[src/rtl/mips_mem_pkg.sv]
// Shared encodings for the MEM-stage data access: size codes, FSM states,
// and the lane helpers used to build byte enables and replicated store data.
package mips_mem_pkg;

   localparam logic [1:0] SZ_BYTE = 2'b00;
   localparam logic [1:0] SZ_HALF = 2'b01;
   localparam logic [1:0] SZ_WORD = 2'b10;

   typedef enum logic [1:0] {
      ST_IDLE = 2'd0,
      ST_BUSY = 2'd1,
      ST_DONE = 2'd2
   } state_e;

   // The reserved code 11 behaves exactly like a word access.
   function automatic logic [1:0] norm_size(input logic [1:0] sz);
      return (sz == 2'b11) ? SZ_WORD : sz;
   endfunction

   function automatic logic [3:0] lane_be(input logic [1:0] sz, input logic [1:0] off);
      logic [3:0] be;
      case (sz)
         SZ_BYTE: be = 4'b0001 << off;
         SZ_HALF: be = off[1] ? 4'b1100 : 4'b0011;
         default: be = 4'b1111;
      endcase
      return be;
   endfunction

   function automatic logic [31:0] lane_wdata(input logic [1:0] sz, input logic [31:0] w);
      logic [31:0] r;
      case (sz)
         SZ_BYTE: r = {4{w[7:0]}};
         SZ_HALF: r = {2{w[15:0]}};
         default: r = w;
      endcase
      return r;
   endfunction

   function automatic logic is_misaligned(input logic [1:0] sz, input logic [1:0] off);
      return ((sz == SZ_HALF) && off[0]) || ((sz == SZ_WORD) && (off != 2'b00));
   endfunction

endpackage

[src/rtl/mem_access_if.sv]
// Word-wide memory bus between the MEM stage (master) and the data memory (slave).
interface mem_access_if;
   logic        mem_req;
   logic        mem_we;
   logic [31:0] mem_addr;
   logic [31:0] mem_wdata;
   logic [3:0]  mem_be;
   logic        mem_ack;
   logic [31:0] mem_rdata;

   modport master (
      output mem_req, mem_we, mem_addr, mem_wdata, mem_be,
      input  mem_ack, mem_rdata
   );

   modport slave (
      input  mem_req, mem_we, mem_addr, mem_wdata, mem_be,
      output mem_ack, mem_rdata
   );
endinterface

[src/rtl/mem_access_load_align.sv]
// Combinational little-endian lane extraction and sign/zero extension of load data.
module load_align
   import mips_mem_pkg::*;
(
   input  logic [31:0] rdata,
   input  logic [1:0]  addr_lo,
   input  logic [1:0]  size,
   input  logic        uns,
   output logic [31:0] data
);

   logic [7:0]  byte_sel;
   logic [15:0] half_sel;

   always_comb begin
      case (addr_lo)
         2'd0:    byte_sel = rdata[7:0];
         2'd1:    byte_sel = rdata[15:8];
         2'd2:    byte_sel = rdata[23:16];
         default: byte_sel = rdata[31:24];
      endcase
      half_sel = addr_lo[1] ? rdata[31:16] : rdata[15:0];

      case (size)
         SZ_BYTE: data = {{24{~uns & byte_sel[7]}}, byte_sel};
         SZ_HALF: data = {{16{~uns & half_sel[15]}}, half_sel};
         default: data = rdata;
      endcase
   end

endmodule

[src/rtl/mem_access.sv]
// MEM-stage load/store engine: IDLE -> BUSY (hold bus until ack) -> DONE, stalling the pipe meanwhile.
// Build option MEM_MISALIGN_EXC_EN: misaligned accesses skip the bus and pulse misalign instead.
module mem_access
   import mips_mem_pkg::*;
(
   input  logic        clk,
   input  logic        reset,
   input  logic        MemRead_ex_mm,
   input  logic        MemWrite_ex_mm,
   input  logic [31:0] y_ex_mm,
   input  logic [31:0] wdata_ex_mm,
   input  logic [1:0]  size_ex_mm,
   input  logic        Unsigned_ex_mm,
   output logic [31:0] data,
   output logic        stall,
`ifdef MEM_MISALIGN_EXC_EN
   output logic        misalign,
`endif
   mem_access_if.master bus
);

   state_e      state_q, state_d;
   logic [31:0] addr_q, addr_d;
   logic [1:0]  size_q, size_d;
   logic        uns_q, uns_d;
   logic        we_q, we_d;
   logic [31:0] wdata_q, wdata_d;
   logic [3:0]  be_q, be_d;
   logic [31:0] data_q, data_d;
   logic        misalign_q, misalign_d;
   logic [31:0] ld_data;
   logic [1:0]  sz_in;

   load_align u_load_align (
      .rdata   (bus.mem_rdata),
      .addr_lo (addr_q[1:0]),
      .size    (size_q),
      .uns     (uns_q),
      .data    (ld_data)
   );

   always_comb begin
      state_d    = state_q;
      addr_d     = addr_q;
      size_d     = size_q;
      uns_d      = uns_q;
      we_d       = we_q;
      wdata_d    = wdata_q;
      be_d       = be_q;
      data_d     = data_q;
      misalign_d = 1'b0;
      stall      = 1'b0;
      sz_in      = norm_size(size_ex_mm);

      case (state_q)
         ST_IDLE: begin
            if (MemRead_ex_mm || MemWrite_ex_mm) begin
               stall   = 1'b1;
               addr_d  = y_ex_mm;
               size_d  = sz_in;
               uns_d   = Unsigned_ex_mm;
               we_d    = MemWrite_ex_mm;
               wdata_d = lane_wdata(sz_in, wdata_ex_mm);
               be_d    = lane_be(sz_in, y_ex_mm[1:0]);
               state_d = ST_BUSY;
`ifdef MEM_MISALIGN_EXC_EN
               if (is_misaligned(sz_in, y_ex_mm[1:0])) begin
                  misalign_d = 1'b1;
                  state_d    = ST_DONE;
               end
`endif
            end
         end
         ST_BUSY: begin
            stall = 1'b1;
            if (bus.mem_ack) begin
               state_d = ST_DONE;
               if (!we_q) data_d = ld_data;
            end
         end
         ST_DONE: state_d = ST_IDLE;
         default: state_d = ST_IDLE;
      endcase
   end

   always_ff @(posedge clk) begin
      if (reset) begin
         state_q    <= ST_IDLE;
         addr_q     <= '0;
         size_q     <= SZ_BYTE;
         uns_q      <= 1'b0;
         we_q       <= 1'b0;
         wdata_q    <= '0;
         be_q       <= '0;
         data_q     <= '0;
         misalign_q <= 1'b0;
      end else begin
         state_q    <= state_d;
         addr_q     <= addr_d;
         size_q     <= size_d;
         uns_q      <= uns_d;
         we_q       <= we_d;
         wdata_q    <= wdata_d;
         be_q       <= be_d;
         data_q     <= data_d;
         misalign_q <= misalign_d;
      end
   end

   assign bus.mem_req   = (state_q == ST_BUSY);
   assign bus.mem_we    = we_q;
   assign bus.mem_addr  = {addr_q[31:2], 2'b00};
   assign bus.mem_wdata = wdata_q;
   assign bus.mem_be    = be_q;
   assign data          = data_q;
`ifdef MEM_MISALIGN_EXC_EN
   assign misalign      = misalign_q;
`else
   logic unused_misalign;
   assign unused_misalign = misalign_q;
`endif

endmodule

[src/flat_wrapper.sv]
// flat-port wrapper written by rule: the top's interface ports become plain ports
module mem_access_flat import mips_mem_pkg::*;
  (clk, reset, MemRead_ex_mm, MemWrite_ex_mm, y_ex_mm, wdata_ex_mm, size_ex_mm, Unsigned_ex_mm, data, stall, bus_mem_req, bus_mem_we, bus_mem_addr, bus_mem_wdata, bus_mem_be, bus_mem_ack, bus_mem_rdata);
  mem_access_if bus_i ();
  input  logic clk;
  input  logic reset;
  input  logic MemRead_ex_mm;
  input  logic MemWrite_ex_mm;
  input  logic [31:0] y_ex_mm;
  input  logic [31:0] wdata_ex_mm;
  input  logic [1:0] size_ex_mm;
  input  logic Unsigned_ex_mm;
  output logic [31:0] data;
  output logic stall;
  output wire logic [$bits(bus_i.mem_req)-1:0] bus_mem_req;
  output wire logic [$bits(bus_i.mem_we)-1:0] bus_mem_we;
  output wire logic [$bits(bus_i.mem_addr)-1:0] bus_mem_addr;
  output wire logic [$bits(bus_i.mem_wdata)-1:0] bus_mem_wdata;
  output wire logic [$bits(bus_i.mem_be)-1:0] bus_mem_be;
  input wire logic [$bits(bus_i.mem_ack)-1:0] bus_mem_ack;
  input wire logic [$bits(bus_i.mem_rdata)-1:0] bus_mem_rdata;
  assign bus_mem_req = bus_i.mem_req;
  assign bus_mem_we = bus_i.mem_we;
  assign bus_mem_addr = bus_i.mem_addr;
  assign bus_mem_wdata = bus_i.mem_wdata;
  assign bus_mem_be = bus_i.mem_be;
  assign bus_i.mem_ack = bus_mem_ack;
  assign bus_i.mem_rdata = bus_mem_rdata;
  mem_access u_core (.clk(clk), .reset(reset), .MemRead_ex_mm(MemRead_ex_mm), .MemWrite_ex_mm(MemWrite_ex_mm), .y_ex_mm(y_ex_mm), .wdata_ex_mm(wdata_ex_mm), .size_ex_mm(size_ex_mm), .Unsigned_ex_mm(Unsigned_ex_mm), .data(data), .stall(stall), .bus(bus_i));
endmodule
[config.mk]
export PLATFORM = sky130hd
export DESIGN_NAME = mem_access_flat
export DESIGN_NICKNAME = d
export VERILOG_FILES = /design/src/rtl/mips_mem_pkg.sv /design/src/rtl/mem_access_if.sv /design/src/rtl/mem_access_load_align.sv /design/src/rtl/mem_access.sv /design/src/flat_wrapper.sv
export SDC_FILE = /design/constraint.sdc
export NUM_CORES = 1
export LEC_CHECK = 0
export BUFFER_PORTS_ARGS = -buffer_cell sky130_fd_sc_hd__buf_2
export CAP_MARGIN = 20
export CORE_MARGIN = 3
export CORE_UTILIZATION = 40
export CTS_BUF_LIST = sky130_fd_sc_hd__clkbuf_8
export DETAILED_ROUTE_END_ITERATION = 10
export PLACE_DENSITY_LB_ADDON = 0.08
export SLEW_MARGIN = 20
export SYNTH_ARGS = -nofsm -noshare
export SYNTH_HDL_FRONTEND = slang
export SYNTH_SLANG_ARGS = --single-unit
[constraint.sdc]
create_clock -name clk -period 3.7 [get_ports clk]
set_input_delay 0.74 -clock clk [delete_from_list [all_inputs] [get_ports clk]]
set_output_delay 0.74 -clock clk [all_outputs]
set_load 0.01 [all_outputs]
=== Word-level counts from Yosys, hierarchy flattened ===
Index checks and enable logic that the tools add are counted.

* Bitwise gates (word level): 4
* Reductions and logical operators: 8
* Shift operators: 1
* Equal/unequal tests: 8
* Muxes and demuxes: 12

{| class="wikitable"
|+ Operator list
! operator !! count
|-
| $pmux W32 S2 || 2
|-
| $pmux W8 S3 || 1
|-
| $mux W16 || 1
|-
| $eq A2 B1 Y1 const B || 4
|-
| $logic_not A2 Y1 || 4
|-
| $pmux W4 S2 || 1
|-
| $mux W2 || 3
|-
| $eq A2 B2 Y1 const B || 2
|-
| $mux W4 || 1
|-
| $ne A2 B1 Y1 const B || 2
|-
| $pmux W2 S2 || 1
|-
| $reduce_and A2 Y1 || 2
|-
| $shl A1 B2 Y4 const A || 1
|-
| $reduce_and A3 Y1 || 1
|-
| $and A1 B1 Y1 || 2
|-
| $not A1 Y1 || 2
|-
| $pmux W1 S2 || 1
|-
| $logic_or A1 B1 Y1 || 1
|-
| $mux W1 || 1
|}

* Output and inout port bits: 103
* Register bits after elaboration: 106
* Word-level logic and storage cells: 41
* Bits of input ports: 104

=== Logic depth before layout (Yosys ltp) ===
Gate-level depths: netlist of run 1.

* Depth after elaboration: 4
* Gate-level depth with buffers: 6

=== Cells and area by module ===
A second synthesis of run 1 with hierarchy kept.

* Cells, all modules: 644
* Area total of the unflattened synthesis: 5396.4 um^2

{| class="wikitable"
|+ By module, submodules not included
! module !! cells each !! instances !! area an instance (um^2)
|-
| mem_access || 529 || 1 || 4550.6
|-
| load_align || 115 || 1 || 845.8
|}

=== Least setup slack after synthesis of run 1 ===
No wires, ideal clock.

* Path type: input to output
* From: in MemWrite_ex_mm
* To: out stall
* Buffers on the path: 0
* Data required time: 2960 ps
* Slack: 1974 ps
* Data arrival time: 986 ps
* Stages on the path: 2
* Path through: nor3_1 -> nor2_1

* Longest elaborated chain between the ends: 3

{| class="wikitable"
|+ Ends and longest elaborated chain
! element !! line !! text
|-
| start, declared || flat_wrapper.sv:8 || <nowiki>input logic MemWrite_ex_mm;</nowiki>
|-
| $logic_or A1 B1 Y1 || mem_access.sv:57 || <nowiki>if (MemRead_ex_mm || MemWrite_ex_mm) begin</nowiki>
|-
| $mux W1 || mem_access.sv:57 ||
|-
| $pmux W1 S2 || mem_access.sv:55 || <nowiki>case (state_q)</nowiki>
|-
| end, declared || flat_wrapper.sv:14 || <nowiki>output logic stall;</nowiki>
|}

No other way between the ends.

=== Worst setup path after layout of run 1 ===
* From: reg u_core.addr_q[1]
* To: reg u_core.data_q[3], in the netlist u_core.data[3]

* Longest elaborated chain between the ends: 3
* Elaborated cells between the ends (all ways): 6

{| class="wikitable"
|+ Ends and longest elaborated chain
! element !! line !! text
|-
| start, declared || mem_access.sv:23 || <nowiki>logic [31:0] addr_q, addr_d;</nowiki>
|-
| start signal, assigned || mem_access.sv:99 || <nowiki>addr_q <= addr_d;</nowiki>
|-
| $eq A2 B2 Y1, or another cell as far along || mem_access_load_align.sv:16 || <nowiki>case (addr_lo)</nowiki>
|-
| $pmux W8 S3 || mem_access_load_align.sv:16 ||
|-
| $pmux W32 S2 (*) || mem_access_load_align.sv:24 || <nowiki>case (size)</nowiki>
|-
| end signal, assigned || mem_access.sv:105 || <nowiki>data_q <= data_d;</nowiki>
|-
| end, declared || mem_access.sv:29 || <nowiki>logic [31:0] data_q, data_d;</nowiki>
|}

Every way passes the cells marked *; elsewhere a longest branch is shown, timed or not.
A chain may end at the register's enable or synchronous reset.

==> impl_metrics.toml, run 1 <==
[synthesis]
synth_top_cell_by_area = "dfxtp_1"
synth_seq_cells = 106
ys.flop_type = "dfxtp_1"
postSynthCellCount = 594
synth_commonest_cells = "nand2_1, dfxtp_1, a21oi_1, nor2_1, buf_4"
synth.most_common_cell = "nand2_1"
synth_edf_count = 0
synth_top_area_frac = 0.434
seq_area_frac_synth = 0.434
synth_cell_types = 42
synth_warnings = 0
synth_area_leaders = "dfxtp_1, nand2_1, a21oi_1, buf_4, mux2i_1"
async_flop_share = 0
netlist_area_mm2 = 0.00489
avgSynthCellArea_um2 = 8.23

[finish]
antenna_cells = 0
fin_area_mm2 = 0.00582
layout-drive-gt1-share = 0.331
fin_nets = 839
area_delta_synth_final_pct = 19.0

[clock_tree]
cts.sinks = 106
clk_pin_slew_ps = 100
cts_setup_buffers = 0
cts_root_buffer = "clkbuf_8"
insertion_delay_ps = 370
cts_tree = "yes"
cts_buffers = 9
clockBufferDepth = 2
cts_hold_buf = 0
h-tree-depth = 3
ctsResizeCount = 0

[route]
antenna_left = 0
drc = 0
drt_wl_total_um = 14000
dr.pass1.iters = 4
vias_per_cell = 5.20
vias = 4588
drt_iter0_markers = 296
wl_per_cell_um = 15.8

[power]
peakVddDrop_mv = 0.216
p_leak_nw = 2.76
internal_power_w = 0.00173
pwr-share-clk = 0.268
total_power_w = 0.00250
power.switching_w = 0.000774
combPwrFrac = 0.215
seq_power_share = 0.516
swShare = 0.309
p_per_area_mw_per_mm2 = 430

[die]
ios = 207
die_w_um = 117
die_h_um = 117
rows = 39
die-area_mm2 = 0.0136
initial_utilization = 0.419
core_mm2 = 0.0117

[grt]
grt_start_max_net_pins = 90
antenna_found_initial = 0
grt_pass1_vias = 4334
grt_pass1_wl_um = 21400
grt.total_usage = 0.199
overflow = 0

[place]
dp_hpwl_um = 9680
place_area_mm2 = 0.00563
io_buffers = 204
place_congestion = 0.748

[critical_path]
crit_path_start_kind = "flip-flop"
cp.required_ps = 3950
crit_type = "reg2reg"
crit_buf_inv = 0
critPathCaptureType = "flip-flop"
crit_family = "simple AND/OR/NAND/NOR gates"
cp.arrival_ps = 2500
worstPathCellList = "nor2b_1 -> nand2_1 -> o22ai_1 -> o31ai_1"
slowest_delay_ps = 700
cp_max_fo = 12
slowest_stage = "dfxtp_1"

[timing]
period_minus_slack_ps = 2240
rsz0062_at_grt = "no"
finalCritPeriodShare = 0.606
worstMarginPinSlew_ps = 1040
slew_violations = 0
finalSetupTns_ps = 0
hold_violations = 0
setup_viol = 0
timing.fmax_mhz = 446
fin_skew_ps = 6.26
holdWs_ps = 459
relSlewSlack = 0.304

[outcome]
status = "complete, no violations"

[flow_run]
maxCapViolations = 0

[min_path]
hp-class = "reg2reg"
[power groups by stage]
stage | Clock (W) | Sequential (W) | Combinational [W]
2_1_floorplan | 0 | 0.00133 | 0.000348
3_3_place_gp | 0 | 0.00131 | 0.000535
3_5_place_dp | 0 | 0.00132 | 0.000543
4_1_cts | 0.000703 | 0.00129 | 0.000545
5_1_grt | 0.000746 | 0.00130 | 0.000602
6_report | 0.000672 | 0.00129 | 0.000539
[worst paths after layout]
kind                                         start                                    end  cells after the start  slack [ps]
max                  u_core.addr_q[1]$_SDFFE_PP0P_            u_core.data[3]$_SDFFE_PP0P_                      4        1460
max reg2reg          u_core.addr_q[1]$_SDFFE_PP0P_            u_core.data[3]$_SDFFE_PP0P_                      4        1460
min          u_core.bus.mem_wdata[28]$_SDFFE_PP0P_  u_core.bus.mem_wdata[28]$_SDFFE_PP0P_                      2         460
min reg2reg  u_core.bus.mem_wdata[28]$_SDFFE_PP0P_  u_core.bus.mem_wdata[28]$_SDFFE_PP0P_                      2         460
[worst reg2reg max path: stages, from the launching register on]
cell,delay (ps)
dfxtp_1,700
nor2b_1,700
nand2_1,330
o22ai_1,290
o31ai_1,110
[stage by stage]
step	util	instances	setup WS (ps)
6_report	0.499	883	1460
5_1_grt	0.499	883	1310
4_1_cts	0.499	883	1500
3_5_place_dp	0.483	867	1290
3_3_place_gp	0.483	867	1320
2_1_floorplan	-	595	1970
[registers in the layout, indices dropped and copies added, names as in the netlist]
name	flops
u_core.addr_q	32
u_core.bus.mem_wdata	32
u_core.data	32
u_core.bus.mem_be	4
u_core.size_q	2
u_core.state_q	2
u_core.bus.mem_we	1
u_core.uns_q	1
[layout make-up]
class	instances	area, um2
Sequential cell	106	2120
Tap cell	143	179
Clock buffer	11	151
Clock inverter	5	31.3
Fill cell	1222	5850
Inverter	2	7.51
Timing Repair Buffer	208	1050
Multi-Input combinational cell	408	2270
[cells in the final DEF, fill, tap and decap left out, drive strengths merged, types with 9 or more instances in the layout]
master / n
a211oi: 12
nor2: 43
o21ai: 32
and3: 23
dfxtp: 106
a311oi: 15
clkbuf: 11
buf: 208
mux2i: 19
nand3b: 9
a21oi: 73
o22ai: 9
nand2: 127
[per-layer routing]
| metal | share of wire | vias up | GRT usage |
|---|---|---|---|
| met1 | 0.43 | 2128 | 0.255 |
| met5 | 0 | - | 0 |
| met2 | 0.47 | 154 | 0.322 |
| li1 | - | 2292 | - |
| met4 | 0.017 | 0 | 0.0719 |
| met3 | 0.079 | 14 | 0.0560 |
[cell families (layout without fill, tap and decap cells)]
family	count (synthesis)	count (layout)	share of synthesized area
AO/OA/AOI/OAI	159	159	0.199
buffers and inverters	81	226	0.102
flip-flops	106	106	0.434
multiplexers	26	26	0.0558
other	1	2	0.000767
AND/OR/NAND/NOR	221	221	0.208
(Power assumes the default switching activity.)
==> inputs of run 2 (changes only) <==
==> constraint.sdc (replaced) <==
create_clock -name clk -period 2.2 [get_ports clk]
set_input_delay 0.44 -clock clk [delete_from_list [all_inputs] [get_ports clk]]
set_output_delay 0.44 -clock clk [all_outputs]
set_load 0.01 [all_outputs]
==> impl_metrics.toml, run 2 (synthesized netlist as in run 1, its figures left out) <==
[power]
p_per_area_mw_per_mm2 = 735
p_leak_nw = 2.83
power.switching_w = 0.00132
total_power_w = 0.00437
swShare = 0.302
internal_power_w = 0.00305
combPwrFrac = 0.217
seq_power_share = 0.495
pwr-share-clk = 0.288
peakVddDrop_mv = 0.365

[grt]
antenna_found_initial = 1
grt.total_usage = 0.200
grt_pass1_vias = 4277
overflow = 0
grt_pass1_wl_um = 21400
met1_usage = 0.254
grt_start_max_net_pins = 63
grt_use_met3 = 0.0585
grt-busiest-layer = "met2"
use_met2 = 0.319

[critical_path]
crit_family = "simple AND/OR/NAND/NOR gates"
cp.required_ps = 2510
crit_path_start_kind = "flip-flop"
worstPathCellList = "and4bb_1 -> buf_4 -> and3_1 -> a21oi_1 -> o21ai_0"
cp_max_fo = 17
slowest_delay_ps = 540
crit_type = "reg2reg"
slowest_stage = "and4bb_1"
crit_buf_inv = 1
r2r_start = "u_core.state_q[0]$_SDFFE_PP0P_"
cp.arrival_ps = 2040
rrSetupSlack_ps = 470
rr_worst_depth = 5
rr_endpoint = "u_core.data[30]$_SDFFE_PP0P_"
critPathCaptureType = "flip-flop"

[route]
vias_per_cell = 5.18
antenna_left = 0
drt_iter0_markers = 281
drt_wl_total_um = 14000
wl_per_cell_um = 15.7
dr.pass1.iters = 4
drc = 0
vias = 4624

[clock_tree]
clk_pin_slew_ps = 100
cts.sinks = 106
insertion_delay_ps = 380
cts_root_buffer = "clkbuf_8"
cts_buffers = 9
cts_setup_buffers = 0
ctsResizeCount = 0
cts_tree = "yes"
cts_hold_buf = 0
clockBufferDepth = 2
h-tree-depth = 3

[finish]
antenna_cells = 0
multi_input_area_mm2 = 0.00227
area_delta_synth_final_pct = 21.6
final_common_cell = "buf_2"
regArea_mm2 = 0.00212
fin_nets = 848
nFillCells = 1193
layout-drive-gt1-share = 0.340
final_cell_mix = "buf_2, nand2_1, dfxtp_1"

[place]
place_congestion = 0.775
dp_hpwl_um = 10200
io_buffers = 204

[die]
die-area_mm2 = 0.0136
core_mm2 = 0.0117
die_h_um = 117
rows = 39
initial_utilization = 0.419
ios = 207
die_w_um = 117

[timing]
finalSetupTns_ps = 0
setup_viol = 0
fin_skew_ps = 11.7
finalCritPeriodShare = 0.786
period_minus_slack_ps = 1730
rsz0062_at_grt = "no"
timing.fmax_mhz = 578
hold_violations = 0
relSlewSlack = 0.646
slew_violations = 0
worstMarginPinSlew_ps = 531

[min_path]
hp-class = "in2reg"
holdPathEnd = "u_core.addr_q[14]$_SDFFE_PP0P_"
whs_path_depth = 3
worstHoldStart = "y_ex_mm[14]"

[flow_run]
maxCapViolations = 0

[outcome]
status = "complete, no violations"
-- run 2: changes by cell type in the layout (fill, tap and decap cells not counted) --
cell       change
clkinv_2       +1
buf_12         +3
inv_1          -1
buf_4          +6
bufinv_16      +1
clkinv_4       -1
-- run 2: layout make-up --
| type | count | share of cell area |
|---|---|---|
| flip-flops and latches | 106 | 0.357 |
| inverters | 2 | 0.00126 |
| clock buffers | 11 | 0.0255 |
| repair buffers | 217 | 0.195 |
| multi-input cells | 408 | 0.382 |
| clock inverters | 5 | 0.00905 |
| well taps | 143 | 0.0301 |
-- run 2: worst max path at each step --
stage                                               from                             end  depth (start not counted)
after global placement                    MemWrite_ex_mm  u_core.addr_q[14]$_SDFFE_PP0P_                          6
after CTS                 u_core.state_q[1]$_SDFFE_PP0P_   u_core.addr_q[3]$_SDFFE_PP0P_                          4
after floorplan                           MemWrite_ex_mm  u_core.addr_q[10]$_SDFFE_PP0P_                          6
after global routing      u_core.state_q[0]$_SDFFE_PP0P_    u_core.data[31]$_SDFFE_PP0P_                          5
after detailed placement                  MemWrite_ex_mm   u_core.addr_q[9]$_SDFFE_PP0P_                          6
final                     u_core.state_q[0]$_SDFFE_PP0P_    u_core.data[30]$_SDFFE_PP0P_                          5
-- run 2: worst register-to-register path: stages, from the launching register on --
cell	delay, ps
dfxtp_1	460
and4bb_1	540
buf_4	310
and3_1	180
a21oi_1	40
o21ai_0	140
-- run 2: stage by stage --
stage          setup slack, ps  hold slack, ps  instances   util  instance area (um2)
6_report                   470             286        892  0.510                 5940
3_5_place_dp               305             445        876  0.492                 5740
2_1_floorplan              828             437        595      -                 4890
3_3_place_gp               339             441        876  0.492                 5740
4_1_cts                    465             267        892  0.510                 5940
5_1_grt                    358             264        892  0.510                 5940
-- run 2: layer usage --
metal,vias to the layer above,part of all wire
met1,2142,0.44
met2,146,0.47
li1,2317,-
met5,-,0.00093
met3,17,0.069
met4,2,0.017
-- run 2: power groups by stage --
stage	Sequential [W]	Combinational, W	Clock (W)
2_1_floorplan	0.00225	0.000585	0
3_3_place_gp	0.00220	0.000947	0
3_5_place_dp	0.00221	0.000959	0
4_1_cts	0.00216	0.000960	0.00129
5_1_grt	0.00218	0.00105	0.00137
6_report	0.00216	0.000947	0.00126
